$ cat src/rtl/demux_pkg.sv
// demux_pkg -- constants and types shared by the 8-channel demultiplexer.
//   LARGURA    : data width per channel
//   NUM_CANAIS : number of output channels
//   SEL_W      : selector width, log2(NUM_CANAIS)
//   estado_t   : one-entry channel buffer state (VAZIO / CHEIO)
package demux_pkg;

    localparam int LARGURA    = 8;
    localparam int NUM_CANAIS = 8;
    localparam int SEL_W      = $clog2(NUM_CANAIS);

    typedef enum logic {
        VAZIO = 1'b0,
        CHEIO = 1'b1
    } estado_t;

endpackage

$ cat src/rtl/canal_buffer.sv
// canal_buffer -- one-entry output buffer for a single demux channel.
// Ports:
//   clk, rst_n    : clock, synchronous active-low reset
//   carrega       : input transfer addressed to this channel (already qualified)
//   dado_in       : byte to load
//   dado_out      : held byte, stable while valida=1 and pronta=0
//   valida        : buffer is CHEIO
//   pronta        : consumer ready; valida & pronta is an output transfer
// The top only raises carrega when the buffer is empty or draining this
// cycle, so a load while CHEIO always coincides with an output transfer.
module canal_buffer
    import demux_pkg::*;
#(
    parameter int W = 8
) (
    input  logic         clk,
    input  logic         rst_n,
    input  logic         carrega,
    input  logic [W-1:0] dado_in,
    output logic [W-1:0] dado_out,
    output logic         valida,
    input  logic         pronta
);

    estado_t      estado, prox;
    logic [W-1:0] dado;

    // state register
    always_ff @(posedge clk) begin
        if (!rst_n) estado <= VAZIO;
        else        estado <= prox;
    end

    // next state: a simultaneous drain and load keeps the buffer full
    always_comb begin
        prox = estado;
        case (estado)
            VAZIO: if (carrega)            prox = CHEIO;
            CHEIO: if (pronta && !carrega) prox = VAZIO;
            default:                       prox = VAZIO;
        endcase
    end

    // outputs
    always_comb begin
        valida = (estado == CHEIO);
    end

    always_ff @(posedge clk) begin
        if (!rst_n)       dado <= '0;
        else if (carrega) dado <= dado_in;
    end

    assign dado_out = dado;

endmodule

$ cat src/rtl/demux_8_canais.sv
// demux_8_canais -- routes a valid/ready byte stream to one of NUM_CANAIS
// independently flow-controlled output channels.
// Ports:
//   clk, rst_n      : clock, synchronous active-low reset
//   entrada         : input byte
//   seletor         : destination channel, sampled with entrada
//   entrada_valida  : entrada/seletor valid
//   entrada_pronta  : input accepted this cycle (combinational)
//   habilita        : per-channel enable; traffic to a disabled channel is dropped
//   saidas          : packed outputs, channel k at [k*LARGURA +: LARGURA]
//   saida_valida    : per-channel data valid
//   saida_pronta    : per-channel consumer ready
//   descartes       : saturating count of dropped bytes
module demux_8_canais #(
    parameter int  LARGURA    = demux_pkg::LARGURA,
    parameter int  NUM_CANAIS = demux_pkg::NUM_CANAIS,
    localparam int SEL_W      = $clog2(NUM_CANAIS)
) (
    input  logic                          clk,
    input  logic                          rst_n,
    input  logic [LARGURA-1:0]            entrada,
    input  logic [SEL_W-1:0]              seletor,
    input  logic                          entrada_valida,
    output logic                          entrada_pronta,
    input  logic [NUM_CANAIS-1:0]         habilita,
    output logic [NUM_CANAIS*LARGURA-1:0] saidas,
    output logic [NUM_CANAIS-1:0]         saida_valida,
    input  logic [NUM_CANAIS-1:0]         saida_pronta,
    output logic [7:0]                    descartes
);

    logic                  hab_sel;
    logic                  livre_sel;
    logic                  aceita;
    logic [NUM_CANAIS-1:0] carrega;

    // Only the addressed channel gates readiness, so a stalled channel
    // never blocks traffic to the others. Disabled channels always accept.
    assign hab_sel        = habilita[seletor];
    assign livre_sel      = ~saida_valida[seletor] | saida_pronta[seletor];
    assign entrada_pronta = ~hab_sel | livre_sel;
    assign aceita         = entrada_valida & entrada_pronta;

    for (genvar k = 0; k < NUM_CANAIS; k++) begin : g_canal
        assign carrega[k] = aceita & habilita[k] & (seletor == SEL_W'(k));

        canal_buffer #(.W(LARGURA)) u_canal (
            .clk      (clk),
            .rst_n    (rst_n),
            .carrega  (carrega[k]),
            .dado_in  (entrada),
            .dado_out (saidas[k*LARGURA +: LARGURA]),
            .valida   (saida_valida[k]),
            .pronta   (saida_pronta[k])
        );
    end

    always_ff @(posedge clk) begin
        if (!rst_n)
            descartes <= '0;
        else if (aceita && !hab_sel && descartes != 8'hFF)
            descartes <= descartes + 8'd1;
    end

endmodule

$ cat config.mk
export PLATFORM = sky130hd
export DESIGN_NAME = demux_8_canais
export DESIGN_NICKNAME = d
export VERILOG_FILES = /design/src/rtl/demux_pkg.sv /design/src/rtl/canal_buffer.sv /design/src/rtl/demux_8_canais.sv
export SDC_FILE = /design/constraint.sdc
export NUM_CORES = 1
export LEC_CHECK = 0
export ABC_AREA = 1
export CORE_MARGIN = 2
export CORE_UTILIZATION = 50
export DETAILED_ROUTE_END_ITERATION = 8
export PLACE_DENSITY = 0.93
export SLEW_MARGIN = 20
export SYNTH_ARGS = -nofsm -noshare
export SYNTH_HDL_FRONTEND = slang
export SYNTH_SLANG_ARGS = --single-unit
$ cat constraint.sdc
create_clock -name clk -period 4.63 [get_ports clk]
set_input_delay 0.463 -clock clk [delete_from_list [all_inputs] [get_ports clk]]
set_output_delay 0.463 -clock clk [all_outputs]
set_load 0.01 [all_outputs]
## Yosys cells after proc, flatten, opt, wreduce, memory -nomap -nowiden

Cells that the tools add are included.

- $add $sub $neg: 1
- $lt $le $gt $ge: 1
- Eq/ne operators: 8
- Mux-type cells: 30
- Bitwise gates (word level): 29
- Reduce and logical (&&, ||, !) cells: 20

Operators by type and width:

| kind | number |
|---|---|
| 1-bit 2-to-1 mux | 19 |
| 1-bit bitwise AND | 17 |
| 1-bit one-hot mux with 2 select lines | 8 |
| 3-bit equality test (second input constant) | 4 |
| 1-bit logical AND | 10 |
| 1-bit NOT | 10 |
| 1-bit binary-select mux with 3-bit select | 3 |
| 1-bit zero test | 9 |
| 8-bit by 1-bit adder with 8-bit output (second input constant) | 1 |
| 8-bit != test (second input constant) | 1 |
| 3-bit by 2-bit equality test with 1-bit output (second input constant) | 2 |
| 3-bit by 4-bit < comparator with 1-bit output (second input constant) | 1 |
| 3-bit by 1-bit equality test with 1-bit output (second input constant) | 1 |
| 3-bit zero test | 1 |
| 1-bit OR | 2 |

- Register bits: 80
- Bits of input ports: 30
- Output and inout bits: 81
- Logic and storage cells: 106

## Logic depth before layout (Yosys ltp)

Gate-level depths: netlist (run 1).

- Word-level depth: 12
- Depth in mapped cells: 14
- Gate-level depth less buffers: 13

## By module

Synthesis (run 1) repeated with hierarchy kept, for this count alone.

- Cells, all modules: 450
- Area, all modules: 3,224.3 um^2

Modules (own cells, without submodules):

| module | times used | cells each | area each (um^2) | sequential area each (um^2) |
|---|---|---|---|---|
| canal_buffer | 8 | 38 | 304.0 | 180.2 |
| demux_8_canais | 1 | 146 | 792.0 | 160.2 |

## Worst setup path after synthesis (run 1)

Ideal clock, no wire load.

- Kind: input -> register
- From: in seletor[0]
- To: reg g_canal[4].u_canal.dado[7]
- Library setup time: 113 ps
- Arrival time: 1,658 ps
- Required time: 4,517 ps
- Setup slack: 2,859 ps
- Stages on the path: 14
- Path buffers: 2
- Cells stage by stage: buf_6 > inv_2 > nand2_1 > nand2_1 > nand2_1 > nand2_1 > nor2_1 > nand2_2 > nand4_4 > nor2_4 > buf_6 > nand2_1 > nand2_1 > nor2_1

- Longest elaborated chain between the ends: 8
- Elaborated cells between the ends (all ways): 14
- Those cells by class: eq/ne: 1; mux: 6; bitwise: 7

RTL lines:

| element | RTL line | text |
|---|---|---|
| start, declared | demux_8_canais.sv:22 | `input logic [SEL_W-1:0] seletor,` |
| 1-bit binary-select mux with 3-bit select | demux_8_canais.sv:40 | `assign livre_sel = ~saida_valida[seletor] \| saida_pronta[seletor];` |
| 1-bit 2-to-1 mux (not written as such) | demux_8_canais.sv:40 |  |
| 1-bit NOT | demux_8_canais.sv:40 |  |
| 1-bit OR | demux_8_canais.sv:40 |  |
| 1-bit OR | demux_8_canais.sv:41 | `assign entrada_pronta = ~hab_sel \| livre_sel;` |
| 1-bit bitwise AND | demux_8_canais.sv:42 | `assign aceita = entrada_valida & entrada_pronta;` |
| 1-bit bitwise AND | demux_8_canais.sv:45 | `assign carrega[k] = aceita & habilita[k] & (seletor == SEL_W'(k));` |
| 1-bit bitwise AND * | demux_8_canais.sv:45 |  |
| end signal, assigned | canal_buffer.sv:51 | `else if (carrega) dado <= dado_in;` |
| end, declared | canal_buffer.sv:26 | `logic [W-1:0] dado;` |

Mark *: on every way between the ends. The rest lies on a longest branch, timed or not. The select of a mux whose other input is x is not followed.
A chain may end at the register's enable or synchronous reset.

## Worst setup path after layout (run 1)

- From: in seletor[0]
- To: out entrada_pronta

- Longest elaborated chain between the ends: 5
- Elaborated cells between the ends (all ways): 10
- Those cells by class: mux: 6; bitwise: 4

RTL lines:

| element | RTL line | text |
|---|---|---|
| 1-bit binary-select mux with 3-bit select | demux_8_canais.sv:40 |  |
| 1-bit 2-to-1 mux (not written as such) | demux_8_canais.sv:40 |  |
| 1-bit NOT | demux_8_canais.sv:40 |  |
| 1-bit OR | demux_8_canais.sv:40 |  |
| 1-bit OR * | demux_8_canais.sv:41 |  |
| end, declared | demux_8_canais.sv:24 | `output logic entrada_pronta,` |

Marked as above.

==> results.txt, run 1 <==
CP endpoint kind: primary output
Largest family of logic cells by synthesized area: simple AND/OR/NAND/NOR gates
Critical Path AT: 2.59 ns
Worst path depth: 8
Post-synth EDFFs: 0
First-pass GRT wire length: 14000 um
Starting density of the core: 0.515
Pin count of the biggest net entering global routing: 72
Clock sinks: 80
Total die area: 7640 um^2
Global route overflow: 0
Slew margin rel.: 0.288
Final core utilization: 0.691
Slowest CP cell: clkdlybuf4s50_1
Worst hold-check path type: register to register
Most frequently used flop master after synthesis: dfxtp_1
Max Clock Skew: 0.00950 ns
CP delay by family, top: buffers and inverters
Gpl congestion: 0.893
Launch point of the worst path: seletor[0]
Fmax: 327 MHz
Avg Vias per Cell: 4.92
Antenna violation net count after detailed routing: 0
Final WL: 8930 um
Final Hold Viols: 0
Synth area leader: dfxtp_1
Root buf cell: clkbuf_8
Crit Path Max Fanout: 18
Clk Latency, worst-skew pair: 0.34 ns
Power Total: 1.36 mW
Post-synthesis simple-gate area fraction: 0.293
Share of layout cells above drive strength 1: 0.0385
Synth top area cells: dfxtp_1 46%, nand2_1 13%, nor2_1 10%, inv_1 6.7%, a21oi_1 5.6%
GRT Total Usage: 0.233
Vias in the first global route: 3023
Drt drc: 0
Reg2reg end: g_canal[2].u_canal.dado_out[1]
Die X: 87.4 um
Internal power: 1.04 mW
Static leakage: 1.86 nW
R2R depth: 8
1st-pass router iterations: 4
Xor/xnor share of the synthesized area: 0.00503
Number of CTS-inserted buffers: 9
Std cell rows: 30
CP Buf/Inv Count: 3
Mapped Area: 3480 um^2
Synthesis-to-layout area growth: 34.1%
Final count of pins violating max slew: 0
Seq/Total Area, Yosys: 0.460
Net Sw Frac: 0.241
Core footprint: 6760 um^2
Worst R2R Setup Slack: 2.72 ns
Yosys Warn Count: 0
Gate count of the mapped netlist: 499
Clock Tree Buf Depth: 2
Fill count: 574
Post-synth cell types: 22
Pwr dens: 292 nW/um^2
Clock period minus worst slack: 3.06 ns
Sw power: 0.328 mW
Via count: 3334
Port bufs: 110
Number of max-cap violations: 0
Crit-path max cell delay: 0.84 ns
Worst-Margin Slew: 1.07 ns
CP Launch Type: primary input
DRT iter0 DRCs: 178
H-tree lvl count: 3
CP required: 4.17 ns
Combinational share of power: 0.115
Unrepaired setup endpoints after global routing: false
Adder-Cell Fraction of Synth Area: 0.00359
WL per Instance: 13.2 um
# diodes: 0
IO Count: 111
Clock share of power: 0.361
Syn nets: 530
Worst Setup EP: entrada_pronta
Synthesized area per cell: 6.98 um^2
Max VDD drop: 223 uV
CP cell instances: clkdlybuf4s50_1 > inv_2 > nand3_1 > nand2_1 > o21ai_0 > nand2_1 > nand3_1 > clkdlybuf4s50_1
Mux cell area share after synthesis: 0
Synth Area in Compound Gates: 0.112
Post-CTS Resized: 0
Area fraction of the dominant cell type after synthesis: 0.460
CTS tree: done
Setup TNS: 0 ns
CTS clk-pin slew, worst paths: 0.07 ns
Reg2Reg Launch Point: g_canal[3].u_canal.valida
Nets: 624
Setup Crit Path Kind: primary input to primary output
Reg power frac: 0.523
FFs w/ async S/R, synth: 0
Flop and latch count out of synthesis: 80
Dpl hpwl: 6420 um
Status: completed
Final Setup Violations: 0
Hold_buf cts: 0
Setup repair bufs after CTS: 0
Initial antenna violation count: 0
Chip height: 87.4 um
Crit share post-route: 0.660
## sequential cells by signal, summed over array words and instances, names as in the netlist
register                  flops
descartes                     8
g_canal.u_canal.dado_out     64
g_canal.u_canal.valida        8
## power groups by stage
stage / Combinational (mW) / Sequential, mW / Clock (mW)
after floorplan: 0.0758 / 0.735 / 0
after global placement: 0.153 / 0.729 / 0
after detailed placement: 0.156 / 0.730 / 0
after CTS: 0.157 / 0.714 / 0.503
after global routing: 0.174 / 0.715 / 0.531
final: 0.157 / 0.714 / 0.493
## layer usage
layer	vias up	wire, um	GRT usage	share of wire
li1	1715	-	-	-
met1	1481	3700	0.284	0.41
met2	118	4410	0.386	0.49
met3	20	580	0.0550	0.065
met4	0	241	0.110	0.027
met5	-	0	0	0
## synthesized netlist by cell type (2+ instances only)
| library cell | n |
|---|---|
| buf_4 | 13 |
| inv_2 | 2 |
| nand2_2 | 2 |
| nor2_1 | 94 |
| nand3_1 | 17 |
| nand4_1 | 4 |
| clkbuf_1 | 7 |
| nor3_1 | 4 |
| o21ai_0 | 39 |
| inv_1 | 62 |
| and3_1 | 2 |
| nand2_1 | 117 |
| dfxtp_1 | 80 |
| xor2_1 | 2 |
| buf_6 | 6 |
| nor2_4 | 4 |
| a21oi_1 | 39 |
## how the worst min path moves through the flow
stage / cells after the start / slack [ns] / start / to
floorplan: 2 / 0.46 / g_canal[0].u_canal.valida / g_canal[0].u_canal.valida
global placement: 2 / 0.43 / g_canal[0].u_canal.dado_out[2] / g_canal[0].u_canal.dado_out[2]
detailed placement: 2 / 0.44 / g_canal[0].u_canal.dado_out[4] / g_canal[0].u_canal.dado_out[4]
CTS: 2 / 0.45 / g_canal[0].u_canal.dado_out[6] / g_canal[0].u_canal.dado_out[6]
global route: 2 / 0.47 / g_canal[0].u_canal.dado_out[5] / g_canal[0].u_canal.dado_out[5]
finish: 2 / 0.45 / g_canal[0].u_canal.dado_out[6] / g_canal[0].u_canal.dado_out[6]
## cells by family (layout without fill, tap and decap cells)
family | after synthesis | count (layout)
simple gates | 246 | 246
buf+inv | 92 | 190
fa+ha+maj | 1 | 1
xor+xnor | 2 | 2
compound gates | 78 | 78
flops | 80 | 80
## worst register-to-register path, delay by kind of cell (launching register included)
family	cells	cell delay [ns]
compound gates	2	0.47
flops	1	0.32
simple gates	6	0.99
## per-stage QoR
step	hold slack, ns	setup slack, ns	std cells	cell area [um^2]
global route	0.472	1.40	677	4670
floorplan	0.457	2.86	499	3480
global placement	0.431	1.61	662	4480
detailed placement	0.438	1.48	662	4480
finish	0.446	1.57	677	4670
CTS	0.449	1.58	677	4670
## area by class of cell
type	count	area (um^2)	area share
clock buffers	12	145	0.0311
clock inverters	3	42.5	0.00911
inverters	65	244	0.0523
multi-input cells	327	1440	0.308
flip-flops and latches	80	1600	0.343
well taps	80	100	0.0214
repair buffers	110	1100	0.235
## cell usage in the layout (no fill, tap or decap)
| cell | n |
|---|---|
| clkinvlp_4 | 1 |
| clkinv_2 | 1 |
| ha_1 | 1 |
| and2_1 | 1 |
| nand2_2 | 2 |
| nand3_1 | 17 |
| nand2_1 | 117 |
| and3_1 | 2 |
| nor3_1 | 4 |
| clkbuf_8 | 10 |
| nand4_1 | 4 |
| buf_2 | 1 |
| clkdlybuf4s50_1 | 109 |
| clkbuf_1 | 2 |
| o21ai_0 | 39 |
| inv_1 | 62 |
| dfxtp_1 | 80 |
| nand4_4 | 1 |
| nor2_1 | 94 |
| xor2_1 | 2 |
| clkinv_1 | 1 |
| nor2_4 | 4 |
| inv_2 | 2 |
| bufinv_16 | 1 |
| a21oi_1 | 39 |
Note: power is estimated with default switching activity, not from simulation.
==> run 2: changes to the inputs <==
--- a/config.mk
+++ b/config.mk
@@ -7,9 +7,9 @@
 export LEC_CHECK = 0
 export ABC_AREA = 1
 export CORE_MARGIN = 2
-export CORE_UTILIZATION = 50
+export CORE_UTILIZATION = 42
 export DETAILED_ROUTE_END_ITERATION = 8
-export PLACE_DENSITY = 0.93
+export PLACE_DENSITY = 0.85
 export SLEW_MARGIN = 20
 export SYNTH_ARGS = -nofsm -noshare
 export SYNTH_HDL_FRONTEND = slang
==> constraint.sdc (replaced) <==
create_clock -name clk -period 2.7 [get_ports clk]
set_input_delay 0.27 -clock clk [delete_from_list [all_inputs] [get_ports clk]]
set_output_delay 0.27 -clock clk [all_outputs]
set_load 0.01 [all_outputs]
==> run 2 against run 1 <==
Net effect: sequential share of layout area fell by 0.83 points; combinational power is 76% higher; worst setup slack worse by 1.3 ns.
==> results.txt, run 2 (synthesis gave the netlist of run 1 again) <==
Min Hold Slack: 0.447 ns
CP cell instances: clkdlybuf4s50_1 > inv_2 > nand3_1 > nand2_1 > o21ai_0 > nand2_1 > nand3_1 > clkdlybuf4s50_1
Final count of pins violating max slew: 0
Unrepaired setup endpoints after global routing: false
Die X: 95.0 um
Static leakage: 1.91 nW
Final Hold Viols: 0
Reg2Reg Launch Point: g_canal[3].u_canal.valida
Worst R2R Setup Slack: 0.94 ns
Hold depth: 2
CTS clk-pin slew, worst paths: 0.09 ns
Std cell rows: 33
GRT Total Usage: 0.212
Starting density of the core: 0.428
CP delay by family, top: buffers and inverters
Post-CTS Resized: 0
Clock period minus worst slack: 2.46 ns
Worst slack at placement: 0.227 ns
Clock Tree Buf Depth: 2
Initial antenna violation count: 0
Slew margin rel.: 0.507
Crit-path max cell delay: 0.65 ns
CP Launch Type: primary input
CP required: 2.43 ns
Crit share post-route: 0.910
CP endpoint kind: primary output
Worst Hold Launch: g_canal[3].u_canal.dado_out[6]
Final Setup Violations: 0
WL per Instance: 13.0 um
Final core utilization: 0.588
Via count: 3422
Met2 usage: 0.372
Port bufs: 110
Setup TNS: 0 ns
Crit Path Max Fanout: 9
Launch point of the worst path: seletor[0]
Gpl congestion: 0.905
Number of CTS-inserted buffers: 9
Clock sinks: 80
Drt drc: 0
CTS tree: done
Chip height: 95.0 um
Max reg flops: 64
Hold_buf cts: 0
Hold EP: g_canal[3].u_canal.dado_out[6]
Busiest grt layer: met2
Setup repair bufs after CTS: 0
Root buf cell: clkbuf_8
# diodes: 0
Total die area: 9030 um^2
Final WL: 9260 um
Worst-Margin Slew: 0.740 ns
Synthesis-to-layout area growth: 37.5%
DRT iter0 DRCs: 146
GR Util met3: 0.0403
Most frequent cells in the layout: 117 x nand2_1, 109 x clkdlybuf4s50_1, 94 x nor2_1
Power Total: 2.42 mW
Global route overflow: 0
Critical Path AT: 2.19 ns
Reg2reg end: g_canal[4].u_canal.dado_out[1]
First-pass GRT wire length: 14800 um
H-tree lvl count: 3
Commonest non-fill, non-tap cell in the layout: nand2_1
1st-pass router iterations: 4
Final worst slack: 0.243 ns
Pwr dens: 507 nW/um^2
Max VDD drop: 270 uV
Worst hold-check path type: register to register
Dpl hpwl: 6830 um
Max Clock Skew: 0.0154 ns
Number of max-cap violations: 0
Share of layout cells above drive strength 1: 0.0561
R2R depth: 10
Nets: 632
Setup Crit Path Kind: primary input to primary output
Slowest CP cell: clkdlybuf4s50_1
Pin count of the biggest net entering global routing: 45
Fmax: 407 MHz
Avg Vias per Cell: 4.81
Clk Latency, worst-skew pair: 0.35 ns
Met1 usage: 0.246
Vias in the first global route: 3204
Antenna violation net count after detailed routing: 0
Status: completed
Core footprint: 8130 um^2
IO Count: 111
CP Buf/Inv Count: 3
==> run 2: changes by cell type in the layout (fill, tap and decap cells not counted), sizes merged <==
cell	delta
buf	+8
clkbuf	-1
clkinvlp	-1
clkinv	+1
inv	+2
==> run 2: power breakdown <==
part	leakage, nW	total [mW]	internal (mW)	switching, mW
clock	0.110	0.925	0.485	0.440
combinational	1.15	0.277	0.127	0.149
sequential	0.647	1.22	1.21	0.0177
==> run 2: tightest hold or removal path, cell delays in order (launching register included) <==
cell	delay (ns)
dfxtp_1	0.32
inv_1	0.04
a21oi_1	0.05
==> run 2: layer usage <==
| layer | share of wire | routed length [um] |
|---|---|---|
| met1 | 0.42 | 3890 |
| met2 | 0.50 | 4650 |
| met3 | 0.050 | 461 |
| met4 | 0.029 | 265 |
| met5 | 0 | 0 |
==> run 2: final cells by class <==
class	count	area [um^2]
flip-flops and latches	80	1600
multi-input cells	327	1440
fillers	710	3350
clock inverters	5	61.3
repair buffers	118	1160
clock buffers	11	151
well taps	105	131
inverters	65	244
==> run 2: worst max path at each step <==
stage | to | depth (start not counted)
2_1_floorplan | g_canal[4].u_canal.dado_out[7] | 14
3_3_place_gp | g_canal[4].u_canal.dado_out[6] | 12
3_5_place_dp | g_canal[4].u_canal.dado_out[1] | 12
4_1_cts | entrada_pronta | 8
5_1_grt | entrada_pronta | 8
6_report | entrada_pronta | 8
==> run 2: metrics by stage <==
| stage | cell area (um^2) | instances |
|---|---|---|
| floorplan | 3480 | 499 |
| global placement | 4570 | 695 |
| detailed placement | 4570 | 695 |
| CTS | 4790 | 711 |
| global route | 4790 | 711 |
| finish | 4790 | 711 |
